--- src/rtl/task_15_step_analyzer_if.sv ---
// Boundary between the step analyzer and the closed loop / host.
// Carries setpoint, loop sample, run control and measurement results.
// Combinational wires only; no storage.
interface task_15_step_analyzer_if #(
    parameter int CNT_W = 16
);
    logic             start;
    logic             abort;
    logic [15:0]      step_amp;
    logic [15:0]      y_port;
    logic             y_valid;
    logic [15:0]      u_port;
    logic             busy;
    logic             done;
    logic             timeout;
    logic             err;
    logic [CNT_W-1:0] rise_cycles;
    logic [CNT_W-1:0] settle_cycles;
    logic [15:0]      peak_value;
    logic [16:0]      overshoot;

    // Analyzer side: drives the setpoint and results, consumes loop output.
    modport master (
        input  start, abort, step_amp, y_port, y_valid,
        output u_port, busy, done, timeout, err,
               rise_cycles, settle_cycles, peak_value, overshoot
    );

    // Loop/host side: the mirror image.
    modport slave (
        output start, abort, step_amp, y_port, y_valid,
        input  u_port, busy, done, timeout, err,
               rise_cycles, settle_cycles, peak_value, overshoot
    );
endinterface

--- src/rtl/task_15_step_analyzer.sv ---
// Step-response engine: applies a setpoint step, measures rise/peak/overshoot/settle.
// Latency: u_port steps 1 cycle after start; done 1 cycle after the deciding sample.
// Backpressure: none; samples are taken whenever enb & y_valid, enb=0 freezes everything.
module task_15_step_analyzer #(
    parameter int CNT_W       = 16,
    parameter int SETTLE_TOL  = 164,
    parameter int SETTLE_HOLD = 32,
    parameter int MAX_SAMPLES = 4095
) (
    input  logic                     clk,
    input  logic                     reset_x,
    input  logic                     enb,
    task_15_step_analyzer_if.master  bus
);
    localparam int RUN_W = $clog2(SETTLE_HOLD + 1);
    localparam logic signed [16:0] TOL_P = 17'(SETTLE_TOL);
    localparam logic signed [16:0] TOL_N = -17'(SETTLE_TOL);

    typedef enum logic [1:0] {ST_IDLE, ST_MEASURE, ST_DONE} state_t;

    state_t             r_state;
    state_t             w_state_nxt;

    logic [15:0]        r_target;
    logic [15:0]        r_u;
    logic               r_busy;
    logic               r_done;
    logic               r_timeout;
    logic               r_err;
    logic               r_risen;
    logic [CNT_W-1:0]   r_rise;
    logic [CNT_W-1:0]   r_settle;
    logic [CNT_W-1:0]   r_settle_start;
    logic [CNT_W-1:0]   r_n;
    logic [RUN_W-1:0]   r_run;
    logic [15:0]        r_peak;
    logic [16:0]        r_ovs;

    logic               w_idle_like;
    logic               w_start_ok;
    logic               w_sample;
    logic signed [16:0] w_tgt17;
    logic signed [16:0] w_y17;
    logic signed [16:0] w_thr;
    logic signed [16:0] w_diff;
    logic               w_inband;
    logic [RUN_W-1:0]   w_run_inc;
    logic               w_settle_hit;
    logic               w_to_hit;
    logic [15:0]        w_peak_nxt;
    logic signed [16:0] w_ovs_raw;
    logic [16:0]        w_ovs;

    // All arithmetic is done in 17 bits so target/threshold/difference never wrap.
    assign w_idle_like  = (r_state == ST_IDLE) || (r_state == ST_DONE);
    assign w_start_ok   = $signed(bus.step_amp) > 16'sd0;
    assign w_sample     = (r_state == ST_MEASURE) && bus.y_valid && !bus.abort;
    assign w_tgt17      = {r_target[15], r_target};
    assign w_y17        = {bus.y_port[15], bus.y_port};
    assign w_thr        = w_tgt17 - (w_tgt17 >>> 3);
    assign w_diff       = w_y17 - w_tgt17;
    assign w_inband     = (w_diff <= TOL_P) && (w_diff >= TOL_N);
    assign w_run_inc    = r_run + 1'b1;
    // Settling takes priority when it lands on the last budgeted sample.
    assign w_settle_hit = w_sample && w_inband && (w_run_inc == RUN_W'(SETTLE_HOLD));
    assign w_to_hit     = w_sample && !w_settle_hit && (r_n == CNT_W'(MAX_SAMPLES - 1));
    assign w_peak_nxt   = ($signed(bus.y_port) > $signed(r_peak)) ? bus.y_port : r_peak;
    assign w_ovs_raw    = $signed({w_peak_nxt[15], w_peak_nxt}) - w_tgt17;
    assign w_ovs        = w_ovs_raw[16] ? 17'd0 : w_ovs_raw;

    // State register.
    always_ff @(posedge clk or posedge reset_x) begin
        if (reset_x) begin
            r_state <= ST_IDLE;
        end else if (enb) begin
            r_state <= w_state_nxt;
        end
    end

    // Next-state decode: abort beats everything, start only honoured outside MEASURE.
    always_comb begin
        w_state_nxt = r_state;
        if (bus.abort) begin
            w_state_nxt = ST_IDLE;
        end else begin
            unique case (r_state)
                ST_IDLE, ST_DONE: begin
                    if (bus.start) begin
                        w_state_nxt = w_start_ok ? ST_MEASURE : ST_DONE;
                    end
                end
                ST_MEASURE: begin
                    if (w_settle_hit || w_to_hit) begin
                        w_state_nxt = ST_DONE;
                    end
                end
                default: w_state_nxt = ST_IDLE;
            endcase
        end
    end

    // Setpoint, run bookkeeping and measurement results.
    always_ff @(posedge clk or posedge reset_x) begin
        if (reset_x) begin
            r_target       <= '0;
            r_u            <= '0;
            r_busy         <= 1'b0;
            r_done         <= 1'b0;
            r_timeout      <= 1'b0;
            r_err          <= 1'b0;
            r_risen        <= 1'b0;
            r_rise         <= '1;
            r_settle       <= '1;
            r_settle_start <= '0;
            r_n            <= '0;
            r_run          <= '0;
            r_peak         <= 16'h8000;
            r_ovs          <= '0;
        end else if (enb) begin
            r_done <= 1'b0;
            if (bus.abort) begin
                r_u    <= '0;
                r_busy <= 1'b0;
            end else if (w_idle_like) begin
                if (bus.start && w_start_ok) begin
                    r_target       <= bus.step_amp;
                    r_u            <= bus.step_amp;
                    r_busy         <= 1'b1;
                    r_timeout      <= 1'b0;
                    r_err          <= 1'b0;
                    r_risen        <= 1'b0;
                    r_rise         <= '1;
                    r_settle       <= '1;
                    r_settle_start <= '0;
                    r_n            <= '0;
                    r_run          <= '0;
                    r_peak         <= 16'h8000;
                    r_ovs          <= '0;
                end else if (bus.start) begin
                    r_err  <= 1'b1;
                    r_done <= 1'b1;
                end
            end else if (w_sample) begin
                r_n    <= r_n + 1'b1;
                r_peak <= w_peak_nxt;
                r_ovs  <= w_ovs;
                r_run  <= w_inband ? w_run_inc : '0;
                if (!r_risen && (w_y17 >= w_thr)) begin
                    r_rise  <= r_n;
                    r_risen <= 1'b1;
                end
                if (w_inband && (r_run == '0)) begin
                    r_settle_start <= r_n;
                end
                if (w_settle_hit) begin
                    r_settle <= (r_run == '0) ? r_n : r_settle_start;
                    r_done   <= 1'b1;
                    r_busy   <= 1'b0;
                end else if (w_to_hit) begin
                    r_timeout <= 1'b1;
                    r_done    <= 1'b1;
                    r_busy    <= 1'b0;
                end
            end
        end
    end

    assign bus.u_port        = r_u;
    assign bus.busy          = r_busy;
    assign bus.done          = r_done;
    assign bus.timeout       = r_timeout;
    assign bus.err           = r_err;
    assign bus.rise_cycles   = r_rise;
    assign bus.settle_cycles = r_settle;
    assign bus.peak_value    = r_peak;
    assign bus.overshoot     = r_ovs;
endmodule

--- src/flat_wrapper.sv ---
// flat-port wrapper written by rule: the top's interface ports become plain ports
module task_15_step_analyzer_flat 
#(
    parameter int CNT_W       = 16,
    parameter int SETTLE_TOL  = 164,
    parameter int SETTLE_HOLD = 32,
    parameter int MAX_SAMPLES = 4095
)
  (clk, reset_x, enb, bus_start, bus_abort, bus_step_amp, bus_y_port, bus_y_valid, bus_u_port, bus_busy, bus_done, bus_timeout, bus_err, bus_rise_cycles, bus_settle_cycles, bus_peak_value, bus_overshoot);
  task_15_step_analyzer_if #(.CNT_W(CNT_W)) bus_i ();
  input  logic clk;
  input  logic reset_x;
  input  logic enb;
  input wire logic [$bits(bus_i.start)-1:0] bus_start;
  input wire logic [$bits(bus_i.abort)-1:0] bus_abort;
  input wire logic [$bits(bus_i.step_amp)-1:0] bus_step_amp;
  input wire logic [$bits(bus_i.y_port)-1:0] bus_y_port;
  input wire logic [$bits(bus_i.y_valid)-1:0] bus_y_valid;
  output wire logic [$bits(bus_i.u_port)-1:0] bus_u_port;
  output wire logic [$bits(bus_i.busy)-1:0] bus_busy;
  output wire logic [$bits(bus_i.done)-1:0] bus_done;
  output wire logic [$bits(bus_i.timeout)-1:0] bus_timeout;
  output wire logic [$bits(bus_i.err)-1:0] bus_err;
  output wire logic [$bits(bus_i.rise_cycles)-1:0] bus_rise_cycles;
  output wire logic [$bits(bus_i.settle_cycles)-1:0] bus_settle_cycles;
  output wire logic [$bits(bus_i.peak_value)-1:0] bus_peak_value;
  output wire logic [$bits(bus_i.overshoot)-1:0] bus_overshoot;
  assign bus_i.start = bus_start;
  assign bus_i.abort = bus_abort;
  assign bus_i.step_amp = bus_step_amp;
  assign bus_i.y_port = bus_y_port;
  assign bus_i.y_valid = bus_y_valid;
  assign bus_u_port = bus_i.u_port;
  assign bus_busy = bus_i.busy;
  assign bus_done = bus_i.done;
  assign bus_timeout = bus_i.timeout;
  assign bus_err = bus_i.err;
  assign bus_rise_cycles = bus_i.rise_cycles;
  assign bus_settle_cycles = bus_i.settle_cycles;
  assign bus_peak_value = bus_i.peak_value;
  assign bus_overshoot = bus_i.overshoot;
  task_15_step_analyzer #(.CNT_W(CNT_W), .SETTLE_TOL(SETTLE_TOL), .SETTLE_HOLD(SETTLE_HOLD), .MAX_SAMPLES(MAX_SAMPLES)) u_core (.clk(clk), .reset_x(reset_x), .enb(enb), .bus(bus_i));
endmodule
--- config.mk ---
export PLATFORM = sky130hd
export DESIGN_NAME = task_15_step_analyzer_flat
export DESIGN_NICKNAME = d
export VERILOG_FILES = /design/src/rtl/task_15_step_analyzer_if.sv /design/src/rtl/task_15_step_analyzer.sv /design/src/flat_wrapper.sv
export SDC_FILE = /design/constraint.sdc
export NUM_CORES = 1
export LEC_CHECK = 0
export ABC_AREA = 1
export BUFFER_PORTS_ARGS = -buffer_cell sky130_fd_sc_hd__buf_2
export CORE_AREA = 5 5 148 150
export CTS_CLUSTER_SIZE = 12
export DETAILED_ROUTE_END_ITERATION = 6
export DIE_AREA = 0 0 153 155
export GPL_ROUTABILITY_DRIVEN = 0
export GPL_TIMING_DRIVEN = 0
export PLACE_DENSITY = 0.7
export RECOVER_POWER = 50
export SLEW_MARGIN = 20
export SYNTH_ARGS = -nofsm -noshare
export SYNTH_HDL_FRONTEND = slang
export SYNTH_SLANG_ARGS = --single-unit
--- constraint.sdc ---
create_clock -name clk -period 11.35 [get_ports clk]
set_clock_uncertainty 0.1 [all_clocks]
set_input_delay 0 -clock clk [delete_from_list [all_inputs] [get_ports clk]]
set_output_delay 0 -clock clk [all_outputs]
set_load 0.02 [all_outputs]
==> reports/qor.txt <==
Max Cap Viol: 2
Distinct cells, synth: 51
Reg2Reg Launch Point: u_core.bus.peak_value[15]
Finished Cell Area: 11920 um2
logic gate share of total power: 48.2%
RSZ-0062 raised after global routing: false
power per cell area: 203.8 nW/um2
Total Nets Final: 1646
vias per cell: 5.368
flop-to-flop setup slack: 6460 ps
Worst setup SP type: input pin
initial antenna violation count: 0
Setup Fix Bufs, Post-CTS: 0
Internal: 1.364 mW
crit path launch: reset_x
antenna cells: 0
Tmin final: 6501 ps
xor and xnor fraction of the mapped netlist area: 3.216%
fmax: 0.1538 GHz
Mapped Cells: 1344
mux contribution to synthesized area: 0%
Total GRT Usage: 24.78%
period utilization: 57.28%
Post-synth ARST share: 100.0%
dpl cell area: 11060 um2
H-tree levels: 4
largest family of logic cells by synthesized area: simple AND/OR/NAND/NOR gates
Worst Hold Launch: bus_y_port[1]
vias in the first global route: 9534
Final Hold Viols: 0
# DRC: 0
Clk pin slew, worst setup/hold paths: 60 ps
Worst Reg-to-Reg Cells: 22
Ports: 123
largest net degree at the start of global routing: 105
Pre-Repair DR Iteration Count: 5
Synth Flop Type: dfrtp_1
Psw: 1.065 mW
Fillers: 1961
power share of the sequential group: 28.4%
initial DRC count: 661
via count: 9706
Root Driver: clkbuf_16
Post-synth EDFFs: 0
Layout area overhead: 18.27%
Die H: 155 um
Initial Util: 49.01%
most common cell in the synthesized netlist: nand2_1
total routed wirelength: 28920 um
synth cell count leaders: nand2_1, inv_1, o21ai_0
top cell type's share of synthesized area: 26.82%
Max Slew Vio Count: 144
critical path class: input pin to async pin
Leak: 5.781 nW
setup violators final: 0
violated checks: max-capacitance violations, max-slew violations
worst vdd ir: 0.00009756 V
crit-path max FO: 104
die width: 153 um
share of layout cells above drive strength 1: 14.48%
top cells by area, synth: dfrtp_1, nand2_1, ha_1
die area: 23720 um2
register area share after synthesis: 35.43%
Yosys reg bits: 141
setup TNS: 0 ps
first-pass GRT wire length: 47540 um
drt wl/cell: 16.00 um
Req. time, crit path: 10470 ps
clk_lat worst skew: 430 ps
sw frac: 43.86%
gr ovfl total: 0
Hold Path Depth: 5
Post-DRT Antenna Nets: 0
Netlist Area Pre-Place: 10080 um2
core area: 20560 um2
CTS buffer count: 17
Hold WC Path Type: input pin to flop
Worst EP arrival: 5620 ps
CP endpoint kind: async pin
standard-cell row count: 53
Yosys top cell by area: dfrtp_1
post-synthesis simple-gate area fraction: 28.46%
Clk pwr share: 23.4%
IO buf count: 121
status: complete, but fails checks
R2R Path End: u_core.bus.overshoot[4]
complex-gate fraction of the synthesized area: 13.37%
Post-Syn Nets: 1470
CTS tree: built
Avg Synthesized Cell Area: 7.497 um2
Rel. slew slack: -266.1%
Adder-Cell Fraction of Synth Area: 11.15%
slew at the pin closest to its max-slew limit: 5492 ps
CTS Buffer Depth: 2
Sink Count: 141
Hold EP: u_core.bus.peak_value[1]
Post-DP HPWL: 22100 um
yosys warns: 0
## power groups by stage
stage | clock, mW | combinational, mW | sequential [mW]
6_report | 0.570 | 1.17 | 0.690
5_1_grt | 0.603 | 1.32 | 0.701
4_1_cts | 0.580 | 1.18 | 0.689
3_5_place_dp | 0 | 1.16 | 0.696
3_3_place_gp | 0 | 1.14 | 0.694
2_1_floorplan | 0 | 0.786 | 0.770
## placed cells by master, fill, tap and decap left out, types with 17 or more instances in the layout
| master | n |
|---|---|
| nand2_1 | 340 |
| inv_1 | 161 |
| o21ai_0 | 115 |
| dfrtp_1 | 108 |
| nand3_1 | 95 |
| ha_1 | 85 |
| clkbuf_1 | 80 |
| buf_2 | 75 |
| nor2_1 | 67 |
| a21oi_1 | 66 |
| dlygate4sd3_1 | 35 |
| dfstp_2 | 33 |
| nand2_2 | 29 |
| xor2_1 | 24 |
| nand4_1 | 19 |
| clkbuf_16 | 17 |
## per-stage QoR
step	cells	power, mW	hold WS [ps]	utilization, %	setup slack (ps)
5_1_grt	1808	2.626	170.7	57.97	3291
3_3_place_gp	1740	1.831	157.4	53.63	5823
4_1_cts	1808	2.444	1.256	58.42	6441
2_1_floorplan	1344	1.556	34.13	-	7203
6_report	1808	2.429	101.9	57.97	4849
3_5_place_dp	1741	1.854	-104.0	53.80	6459
## how the worst max path moves through the flow
| stage | cells after the start | to | slack [ps] |
|---|---|---|---|
| CTS | 22 | u_core.bus.overshoot[4] | 6440 |
| detailed placement | 22 | u_core.bus.overshoot[6] | 6460 |
| floorplan | 25 | u_core.bus.overshoot[13] | 7200 |
| finish | 4 | u_core.r_run[5] | 4850 |
| global route | 4 | u_core.r_target[13] | 3290 |
| global placement | 2 | u_core.r_settle_start[14] | 5820 |
## area by class of cell
type	instances	area [um2]	share of cell area [%]
Timing Repair Buffer	157	895.9	7.518
Clock inverter	15	173.9	1.459
Tap cell	275	344.1	2.887
Buffer	41	205.2	1.722
Multi-Input combinational cell	993	5667	47.55
Inverter	169	635.6	5.334
Sequential cell	141	3570	29.96
Clock buffer	17	425.4	3.570
## critical path, cell delays in order
cell	delay, ps
dlygate4sd3_1	530
clkbuf_1	100
clkinvlp_2	970
clkbuf_1	3900
## sequential cells by signal, summed over array words and instances, names as in the netlist, 2 cells and up
signal and cells:
u_core.bus.rise_cycles 16, u_core.r_target 16, u_core.bus.peak_value 16, u_core.r_settle_start 16
u_core.r_n 16, u_core.bus.u_port 16, u_core.bus.settle_cycles 16, u_core.r_run 6
u_core.bus.overshoot 16, u_core.r_state 2
## cell families (layout without fill, tap and decap cells)
family | Yosys count | count (layout)
buffers and inverters | 210 | 399
AOI/OAI and AO/OA | 238 | 238
and+or+nand+nor | 629 | 629
other | 1 | 1
adders and majority gates | 88 | 88
DFF | 141 | 141
xor gates and xnor gates | 37 | 37
## routing by layer
metal	vias to the layer above	wire length, um	global-route usage [%]
li1	4799	-	-
met1	4512	12820	32.21
met2	338	13300	40.99
met3	57	1909	5.202
met4	0	894	9.291
met5	-	0	0
## timing repair
| item | in CTS | in global routing |
|---|---|---|
| endpoints found under the hold margin | 157 | 0 |
| resized for setup | 0 | 0 |
| hold buffers | 35 | 0 |
| setup endpoints to repair | 0 | 0 |
Power figures use the tool's default switching activity.
